===== src/rtl/io_map_pkg.sv =====
// Shared address-map offsets, status/control bit positions and poll FSM states
// for the memory-mapped sensor/actuator register bank.
package io_map_pkg;

  // Register offsets measured from the end of the sensor-capture block
  localparam int unsigned STATUS_REL = 0;
  localparam int unsigned CONTROL_REL = 1;
  localparam int unsigned ACT_REL = 2;

  localparam int unsigned ST_FRESH_BIT = 0;
  localparam int unsigned ST_BUSY_BIT = 1;
  localparam int unsigned ST_ERR_BIT = 2;
  localparam int unsigned ST_CNT_LSB = 8;

  localparam int unsigned CTRL_AUTO_BIT = 0;
  localparam int unsigned CTRL_ONESHOT_BIT = 1;

  typedef enum logic [1:0] {
    S_IDLE,
    S_REQUEST,
    S_WAIT,
    S_CAPTURE
  } poll_state_e;

  function automatic logic [15:0] pack_status(input logic fresh, input logic busy,
                                              input logic err, input logic [7:0] cnt);
    logic [15:0] res;
    res = '0;
    res[ST_FRESH_BIT] = fresh;
    res[ST_BUSY_BIT] = busy;
    res[ST_ERR_BIT] = err;
    res[ST_CNT_LSB +: 8] = cnt;
    return res;
  endfunction

endpackage


===== src/rtl/sensor_poll_fsm.sv =====
// Sequences I2C front-end transfers: periodic or one-shot request, wait for the
// done edge with a timeout, then strobe a capture of all channels.
//
//   state     | meaning
//   S_IDLE    | no transfer in flight; waiting for period tick or one-shot
//   S_REQUEST | sensor_en high for exactly one cycle
//   S_WAIT    | waiting for sensor_valid rising edge, timeout counter running
//   S_CAPTURE | capture strobe high; register file loads all channels
module sensor_poll_fsm
  import io_map_pkg::*;
#(
  parameter int unsigned POLL_PERIOD = 1_000_000,
  parameter int unsigned TIMEOUT_CYCLES = 2_000_000
) (
  input  logic clock1,
  input  logic reset,
  input  logic auto_en,
  input  logic oneshot,
  input  logic sensor_valid,
  output logic sensor_en,
  output logic capture,
  output logic busy,
  output logic timeout
);

  localparam int unsigned PW = $clog2(POLL_PERIOD);
  localparam int unsigned TW = $clog2(TIMEOUT_CYCLES + 1);
  localparam logic [PW-1:0] PER_LAST = PW'(POLL_PERIOD - 1);
  localparam logic [TW-1:0] TMO_LAST = TW'(TIMEOUT_CYCLES - 1);

  poll_state_e state_q, state_d;
  logic [PW-1:0] per_q, per_d;
  logic [TW-1:0] tmo_q, tmo_d;
  logic vprev_q, vprev_d;
  logic per_hit;
  logic valid_rise;

  assign per_hit = auto_en && (per_q == PER_LAST);
  assign valid_rise = sensor_valid & ~vprev_q;

  always_comb begin
    state_d = state_q;
    tmo_d = '0;
    vprev_d = sensor_valid;
    timeout = 1'b0;

    // Period counter free-runs regardless of FSM state; ticks while busy are dropped
    if (!auto_en || per_hit) per_d = '0;
    else per_d = per_q + PW'(1);

    case (state_q)
      S_IDLE:    if (per_hit || oneshot) state_d = S_REQUEST;
      S_REQUEST: state_d = S_WAIT;
      S_WAIT: begin
        if (valid_rise) begin
          state_d = S_CAPTURE;
        end else if (tmo_q == TMO_LAST) begin
          state_d = S_IDLE;
          timeout = 1'b1;
        end else begin
          tmo_d = tmo_q + TW'(1);
        end
      end
      S_CAPTURE: state_d = S_IDLE;
      default:   state_d = S_IDLE;
    endcase
  end

  always_ff @(posedge clock1) begin
    if (reset) begin
      state_q <= S_IDLE;
      per_q <= '0;
      tmo_q <= '0;
      vprev_q <= 1'b0;
    end else begin
      state_q <= state_d;
      per_q <= per_d;
      tmo_q <= tmo_d;
      vprev_q <= vprev_d;
    end
  end

  assign sensor_en = (state_q == S_REQUEST);
  assign capture = (state_q == S_CAPTURE);
  assign busy = (state_q != S_IDLE);

endmodule


===== src/rtl/io_register_bank.sv =====
// Memory-mapped I/O window beside block RAM: sensor snapshots, status, control
// and actuator registers with one-cycle registered read latency.
module io_register_bank
  import io_map_pkg::*;
#(
  parameter logic [23:0] BASE_ADDR = 24'h002400,
  parameter int unsigned NUM_SENSORS = 8,
  parameter int unsigned NUM_OUT_REGS = 2,
  parameter int unsigned DATA_WIDTH = 16,
  parameter int unsigned POLL_PERIOD = 1_000_000,
  parameter int unsigned TIMEOUT_CYCLES = 2_000_000
) (
  input  logic                               clock1,
  input  logic                               reset,
  input  logic                               bus_req,
  input  logic                               bus_we,
  input  logic [23:0]                        bus_addr,
  input  logic [DATA_WIDTH-1:0]              bus_wdata,
  output logic                               io_hit,
  output logic [DATA_WIDTH-1:0]              io_rdata,
  output logic                               sensor_en,
  input  logic                               sensor_valid,
  input  logic [NUM_SENSORS*DATA_WIDTH-1:0]  sensor_packets,
  output logic [NUM_OUT_REGS*DATA_WIDTH-1:0] out_regs
);

  localparam logic [23:0] OFF_STATUS = 24'(NUM_SENSORS + STATUS_REL);
  localparam logic [23:0] OFF_CONTROL = 24'(NUM_SENSORS + CONTROL_REL);
  localparam logic [23:0] OFF_ACT0 = 24'(NUM_SENSORS + ACT_REL);
  localparam logic [23:0] OFF_END = 24'(NUM_SENSORS + ACT_REL + NUM_OUT_REGS);

  logic [23:0] offset;
  logic in_win, rd_hit, wr_hit;
  logic capture, busy, timeout;

  logic [DATA_WIDTH-1:0] cap_q [NUM_SENSORS];
  logic [DATA_WIDTH-1:0] cap_d [NUM_SENSORS];
  logic [DATA_WIDTH-1:0] out_q [NUM_OUT_REGS];
  logic [DATA_WIDTH-1:0] out_d [NUM_OUT_REGS];
  logic fresh_q, fresh_d, err_q, err_d;
  logic [7:0] cnt_q, cnt_d;
  logic auto_q, auto_d, oneshot_q, oneshot_d;
  logic io_hit_q, io_hit_d;
  logic [DATA_WIDTH-1:0] io_rdata_q, io_rdata_d;
  logic [DATA_WIDTH-1:0] status_word, ctrl_word, rd_word;

  // Addresses below BASE_ADDR wrap to huge offsets and fall outside the window
  assign offset = bus_addr - BASE_ADDR;
  assign in_win = (offset < OFF_END);
  assign rd_hit = bus_req & ~bus_we & in_win;
  assign wr_hit = bus_req & bus_we & in_win;

  sensor_poll_fsm #(
    .POLL_PERIOD    (POLL_PERIOD),
    .TIMEOUT_CYCLES (TIMEOUT_CYCLES)
  ) u_poll (
    .clock1       (clock1),
    .reset        (reset),
    .auto_en      (auto_q),
    .oneshot      (oneshot_q),
    .sensor_valid (sensor_valid),
    .sensor_en    (sensor_en),
    .capture      (capture),
    .busy         (busy),
    .timeout      (timeout)
  );

  always_comb begin
    status_word = DATA_WIDTH'(pack_status(fresh_q, busy, err_q, cnt_q));
    ctrl_word = '0;
    ctrl_word[CTRL_AUTO_BIT] = auto_q;
    ctrl_word[CTRL_ONESHOT_BIT] = oneshot_q;
  end

  always_comb begin
    rd_word = '0;
    for (int k = 0; k < NUM_SENSORS; k++) begin
      if (offset == 24'(k)) rd_word = cap_q[k];
    end
    if (offset == OFF_STATUS) rd_word = status_word;
    if (offset == OFF_CONTROL) rd_word = ctrl_word;
    for (int j = 0; j < NUM_OUT_REGS; j++) begin
      if (offset == OFF_ACT0 + 24'(j)) rd_word = out_q[j];
    end
    io_hit_d = rd_hit;
    io_rdata_d = rd_hit ? rd_word : io_rdata_q;
  end

  always_comb begin
    fresh_d = fresh_q;
    err_d = err_q;
    cnt_d = cnt_q;
    auto_d = auto_q;
    oneshot_d = 1'b0;
    cap_d = cap_q;
    out_d = out_q;

    if (wr_hit && offset == OFF_STATUS) begin
      if (bus_wdata[ST_FRESH_BIT]) fresh_d = 1'b0;
      if (bus_wdata[ST_ERR_BIT]) err_d = 1'b0;
    end
    if (wr_hit && offset == OFF_CONTROL) begin
      auto_d = bus_wdata[CTRL_AUTO_BIT];
      oneshot_d = bus_wdata[CTRL_ONESHOT_BIT];
    end
    for (int j = 0; j < NUM_OUT_REGS; j++) begin
      if (wr_hit && offset == OFF_ACT0 + 24'(j)) out_d[j] = bus_wdata;
    end

    // Hardware events override a same-cycle software clear
    if (capture) begin
      for (int k = 0; k < NUM_SENSORS; k++) begin
        cap_d[k] = sensor_packets[k*DATA_WIDTH +: DATA_WIDTH];
      end
      fresh_d = 1'b1;
      cnt_d = cnt_q + 8'd1;
    end
    if (timeout) err_d = 1'b1;
  end

  always_ff @(posedge clock1) begin
    if (reset) begin
      cap_q <= '{default: '0};
      out_q <= '{default: '0};
      fresh_q <= 1'b0;
      err_q <= 1'b0;
      cnt_q <= '0;
      auto_q <= 1'b0;
      oneshot_q <= 1'b0;
      io_hit_q <= 1'b0;
      io_rdata_q <= '0;
    end else begin
      cap_q <= cap_d;
      out_q <= out_d;
      fresh_q <= fresh_d;
      err_q <= err_d;
      cnt_q <= cnt_d;
      auto_q <= auto_d;
      oneshot_q <= oneshot_d;
      io_hit_q <= io_hit_d;
      io_rdata_q <= io_rdata_d;
    end
  end

  always_comb begin
    for (int j = 0; j < NUM_OUT_REGS; j++) begin
      out_regs[j*DATA_WIDTH +: DATA_WIDTH] = out_q[j];
    end
  end

  assign io_hit = io_hit_q;
  assign io_rdata = io_rdata_q;

endmodule


===== config.mk =====
export PLATFORM = sky130hd
export DESIGN_NAME = io_register_bank
export DESIGN_NICKNAME = d
export VERILOG_FILES = /design/src/rtl/io_map_pkg.sv /design/src/rtl/sensor_poll_fsm.sv /design/src/rtl/io_register_bank.sv
export SDC_FILE = /design/constraint.sdc
export NUM_CORES = 1
export LEC_CHECK = 0
export CAP_MARGIN = 20
export CORE_MARGIN = 4
export CORE_UTILIZATION = 50
export DETAILED_ROUTE_END_ITERATION = 8
export PLACE_DENSITY = 0.91
export RECOVER_POWER = 25
export SYNTH_ARGS = -nofsm -noshare
export SYNTH_HDL_FRONTEND = slang
export SYNTH_SLANG_ARGS = --single-unit
export TNS_END_PERCENT = 100

===== constraint.sdc =====
create_clock -name clock1 -period 4.8 [get_ports clock1]
set_input_delay 0.96 -clock clock1 [delete_from_list [all_inputs] [get_ports clock1]]
set_output_delay 0.96 -clock clock1 [all_outputs]
set_load 0.01 [all_outputs]

==> results.yml, run 1 <==
run_status:
  status: "finished, violations left"
  violations: "capacitance limit, slew limit"
power_and_ir_drop:
  seq_power_share: 0.473
  power.density_mw_per_mm2: 307
  p_total_mw: 4.10
  p_leak_nw: 4.47
  clockPowerShare: 0.456
  combPwrFrac: 0.070
  ir_worst_vdd_uv: 222
  p_int_mw: 3.20
  p_sw_uw: 901
  swShare: 0.220
synth:
  ys.flop_type: "dfxtp_1"
  synth.cell_area_mm2: 0.0103
  synth_nets: 1430
  ys_seq_area_frac: 0.452
  ys.warnings.count: 0
  yosys_register_bits: 233
  async_reset_ff_frac: 0
  synth_edf_count: 0
  yosys.cell_types.count: 73
  synth.avg_cell_area_um2: 8.22
  synthCells: 1254
finish:
  seq_area_mm2: 0.00466
  drive_gt1_frac: 0.0645
  final_net_count: 1599
  final_common_cell: "nand2_1"
  layout_common_cells: "nand2_1, dfxtp_1, clkdlybuf4s50_1"
  syn_to_final_growth_pct: 29.6
  antenna_cells: 0
  n_fill_cell: 1622
  final_cells: 1711
  multi_input_area_mm2: 0.00516
timing:
  finalCriticalPeriod_ps: 3700
  fmax_mhz: 270
  fin_skew_ps: 10.1
  setup_viol: 0
  worst_slew_pin_slew_ps: 2170
  hold-worst-slack_ps: 446
  hold_viol_final: 0
  rsz0062_at_grt: "no"
  tns_ps: 0
  slew_headroom: -0.452
  period_share: 0.770
  drv_slew: 167
place:
  numPortBuffers: 222
  dp_hpwl_um: 22100
  globalplace.congestion: 1.01
  placed_cells: 1667
floorplanning:
  fp.dieH_um: 152
  fp.dieW_um: 152
  boundaryPins: 223
  core-area_mm2: 0.0202
  die-area_mm2: 0.0230
  num_rows: 52
  initial_core_util: 0.510
clocking:
  root_buffer: "clkbuf_16"
  clkTransAtPathRegs_ps: 60
  clk_path_buf_depth: 3
  cts_made_buffers: 24
  hold_buffers: 0
  cts_max_level: 1
  cts_sinks: 233
  cts_resized: 0
  clk_latency_ps: 520
  cts_tree: "done"
  post_cts_buffers: 0
grt:
  met3_usage: 0.0613
  grt_overflow: 0
  gr-usage-met2: 0.443
  track_usage: 0.262
  grt_use_met1: 0.334
  grt_max_degree: 103
  antenna_found_initial: 0
  grt.busiest_layer: "met2"
  grt_pass1_vias: 9447
  grt_pass1_wl_um: 48500
job:
  cap_violations: 2
critical_path:
  critPathKind: "flop to flop"
  rr_startpoint: "u_poll.state_q[0]"
  cp_slowest_cell: "nand2_1"
  crit_required_ps: 5200
  crit_buf_inv: 1
  timing.critical_path.mode_cell: "nand2_1"
  setup.worst_path.start: "u_poll.state_q[0]"
  worstSetupEndpointType: "flop"
  critPathMaxFanout: 68
  crit_arrival_ps: 4090
  slowest_delay_ps: 1570
  critPathTopFamily: "simple AND/OR/NAND/NOR gates"
  worstPathCellList: "nand2_1 -> clkbuf_2 -> nand2_1 -> a21oi_1"
  rrSetupSlack_ps: 1100
  crit_path_start_kind: "flop"
worst_hold_path:
  hold_start: "u_poll.tmo_q[0]"
  hp-class: "flop to flop"
detailed_routing:
  drt_first_pass_iters: 5
  drtIter0Drc: 820
  wl_per_cell_um: 18.2
  drc: 0
  via_per_inst: 5.69
  routed_wl_um: 31100
  via_count: 9732
  ant_nets: 0
[metal layers]
metal	vias up	part of all wire	wire, µm
li1	4664	-	-
met1	4546	0.39	12100
met2	455	0.48	15100
met5	-	0	0
met3	67	0.096	3000
met4	0	0.030	945
[worst register-to-register path, delay by kind of cell (launching register included)]
| family | cells | cell delay, ps |
|---|---|---|
| flops | 1 | 390 |
| simple gates | 2 | 1770 |
| compound gates | 1 | 230 |
| buf+inv | 1 | 1190 |
[layout make-up]
class                           instances  area share
Clock buffer                           37      0.0547
Sequential cell                       233       0.349
Inverter                               26     0.00730
Clock inverter                          7     0.00534
Tap cell                              270      0.0253
Timing Repair Buffer                  234       0.172
Multi-Input combinational cell        904       0.386
[flip-flops by register name, indices dropped and copies added (netlist names)]
| name | count |
|---|---|
| io_hit | 1 |
| u_poll.state_q | 2 |
| u_poll.tmo_q | 21 |
| cap_q | 128 |
| auto_q | 1 |
| u_poll.vprev_q | 1 |
| fresh_q | 1 |
| io_rdata | 16 |
| err_q | 1 |
| cnt_q | 8 |
| u_poll.per_q | 20 |
| oneshot_q | 1 |
| out_regs | 32 |
[power by group through the flow]
stage               clock [mW]  sequential [mW]  combinational (mW)
finish                    1.87             1.94               0.288
global route              1.97             1.94               0.302
CTS                       1.89             1.94               0.284
detailed placement           0             1.99               0.282
global placement             0             1.99               0.282
floorplan                    0             1.98               0.101
[through the flow]
step	instance area (µm²)	utilization	setup WS [ps]
2_1_floorplan	10300	-	2220
3_3_place_gp	12600	0.622	1210
3_5_place_dp	12600	0.622	1100
4_1_cts	13400	0.661	1600
5_1_grt	13400	0.661	818
6_report	13400	0.661	1100
[cell families after synthesis]
kind of cell,after synthesis,synth area share
AOI/OAI and AO/OA,262,0.151
xor gates and xnor gates,43,0.0365
adders and majority gates,3,0.00364
buffers and inverters,117,0.0477
DFF,233,0.452
muxes,51,0.0689
and+or+nand+nor,545,0.239
[path summary, 6_finish.rpt]
| check | to | cells after the start |
|---|---|---|
| hold reg to reg | u_poll.tmo_q[0] | 1 |
| hold / removal | u_poll.tmo_q[0] | 1 |
| setup reg to reg | cap_q[125] | 4 |
| setup / recovery | cap_q[125] | 4 |
[Yosys cell counts (5+ instances only)]
master / count / area, µm²
nand2_1: 311 / 1170
dfxtp_1: 233 / 4660
a21oi_1: 161 / 806
nor2_1: 92 / 345
clkbuf_1: 65 / 244
inv_1: 26 / 97.6
mux2i_1: 26 / 260
nand3_1: 26 / 130
xnor2_1: 26 / 228
o21ai_0: 18 / 90.1
o221ai_1: 17 / 149
xor2_1: 17 / 149
buf_2: 15 / 75.1
mux4_2: 15 / 338
nor3_1: 15 / 75.1
nor2b_1: 14 / 87.6
a31oi_1: 12 / 75.1
and3_1: 12 / 75.1
nand4_1: 11 / 68.8
nor4_1: 11 / 68.8
mux2_2: 10 / 113
nand2b_1: 10 / 62.6
and4_1: 8 / 70.1
a211oi_1: 7 / 52.6
o22ai_1: 6 / 37.5
buf_4: 5 / 37.5
o21a_1: 5 / 37.5
or4_1: 5 / 37.5
Power figures use the tool's default switching activity.
==> inputs of run 2 (changes only) <==
CORE_UTILIZATION = 46   (was 50)
PLACE_DENSITY = 0.88   (was 0.91)
clock period = 3.1 ns   (was 4.8 ns; I/O delays follow)
==> results.yml, run 2 (synthesis gave the netlist of run 1 again) <==
clocking:
  clk_latency_ps: 520
  root_buffer: "clkbuf_16"
  post_cts_buffers: 0
  cts_sinks: 233
  clk_path_buf_depth: 3
  cts_tree: "done"
  cts_resized: 0
  clkTransAtPathRegs_ps: 60
  hold_buffers: 0
  cts_max_level: 1
  cts_made_buffers: 24
finish:
  top_register: "cap_q"
  antenna_cells: 0
  drive_gt1_frac: 0.0774
  final_common_cell: "nand2_1"
  largest_reg_flops: 128
  final_cells: 1740
  layout_common_cells: "nand2_1, dfxtp_1, clkdlybuf4s50_1"
  syn_to_final_growth_pct: 31.5
  final_net_count: 1618
floorplanning:
  core-area_mm2: 0.0220
  num_rows: 54
  fp.dieW_um: 158
  fp.dieH_um: 158
  initial_core_util: 0.470
  boundaryPins: 223
  die-area_mm2: 0.0249
critical_path:
  r2r_cells: 5
  critPathKind: "flop to primary output"
  crit_required_ps: 2480
  cp_slowest_cell: "clkdlybuf4s50_1"
  crit_path_start_kind: "flop"
  crit_arrival_ps: 2020
  setup.worst_path.start: "u_poll.state_q[0]"
  critPathTopFamily: "buffers and inverters"
  path_depth: 3
  worstPathCellList: "inv_1 -> nor2_1 -> clkdlybuf4s50_1"
  worstSetupEndpointType: "primary output"
  endpoint: "sensor_en"
  crit_buf_inv: 2
  rrSetupSlack_ps: 730
  rr_startpoint: "u_poll.per_q[2]"
  slowest_delay_ps: 630
  reg2reg_to: "u_poll.per_q[17]"
  critPathMaxFanout: 8
place:
  dp_hpwl_um: 23100
  numPortBuffers: 222
  globalplace.congestion: 0.926
  placed_cells: 1696
power_and_ir_drop:
  p_total_mw: 6.41
  ir_worst_vdd_uv: 391
  power.density_mw_per_mm2: 473
  p_leak_nw: 4.58
timing:
  hold_viol_final: 0
  period_share: 0.852
  worst_slew_pin_slew_ps: 1940
  rsz0062_at_grt: "no"
  drv_slew: 177
  slew_headroom: -0.294
  fin_skew_ps: 7.26
  setup_viol: 0
  finalCriticalPeriod_ps: 2640
  tns_ps: 0
  hold-worst-slack_ps: 436
  fmax_mhz: 378
grt:
  grt_max_degree: 177
  track_usage: 0.245
  grt_pass1_vias: 9514
  grt_pass1_wl_um: 49400
  grt_overflow: 0
  antenna_found_initial: 0
detailed_routing:
  drt_first_pass_iters: 6
  drtIter0Drc: 817
  via_per_inst: 5.66
  drc: 0
  via_count: 9843
  wl_per_cell_um: 18.3
  routed_wl_um: 31900
  ant_nets: 0
run_status:
  status: "finished, violations left"
  violations: "capacitance limit, slew limit"
worst_hold_path:
  hp-class: "flop to flop"
job:
  cap_violations: 1
[run 2: cell types whose count changed in the layout (fill, tap and decap cells not counted), sizes merged]
cell and delta:
inv -1, clkinvlp +1, clkbuf -3, buf +19
clkinv +2, bufinv +1, clkdlybuf4s50 +1, dlygate4sd3 -1
[run 2: worst min-delay path by stage]
stage                    startpoint              end  slack, ps  cells past startpoint
finish              u_poll.tmo_q[0]  u_poll.tmo_q[0]        440                      1
global route        u_poll.tmo_q[0]  u_poll.tmo_q[0]        460                      1
CTS                 u_poll.tmo_q[0]  u_poll.tmo_q[0]        440                      1
detailed placement  u_poll.tmo_q[0]  u_poll.tmo_q[0]        430                      1
global placement    u_poll.tmo_q[0]  u_poll.tmo_q[0]        430                      1
floorplan           u_poll.tmo_q[0]  u_poll.tmo_q[0]        410                      1
[run 2: layer usage]
| metal | GRT usage | wire length, µm |
|---|---|---|
| met5 | 0 | 0 |
| met4 | 0.103 | 1480 |
| met3 | 0.0530 | 2640 |
| met2 | 0.399 | 14900 |
| met1 | 0.315 | 12800 |
[run 2: where the power goes]
group	switching (mW)	total (mW)	internal (mW)	leakage, nW
clock	1.20	2.94	1.74	0.399
sequential	0.00902	3.01	3.00	1.88
combinational	0.205	0.459	0.254	2.31
total	1.41	6.41	5.00	4.58
[run 2: area by class of cell]
type / instances / area, µm²
fillers: 1848 / 8400
multi-input cells: 904 / 5170
flip-flops and latches: 233 / 4660
repair buffers: 253 / 2460
clock buffers: 34 / 699
well taps: 280 / 350
clock inverters: 10 / 106
inverters: 26 / 97.6
[run 2: metrics by stage]
stage               utilization  worst slack (ps)  instance area (µm²)
finish                    0.617               457                13600
global route              0.617               368                13600
CTS                       0.618               470                13600
detailed placement        0.581               126                12800
global placement          0.581               185                12800
floorplan                     -               855                10300
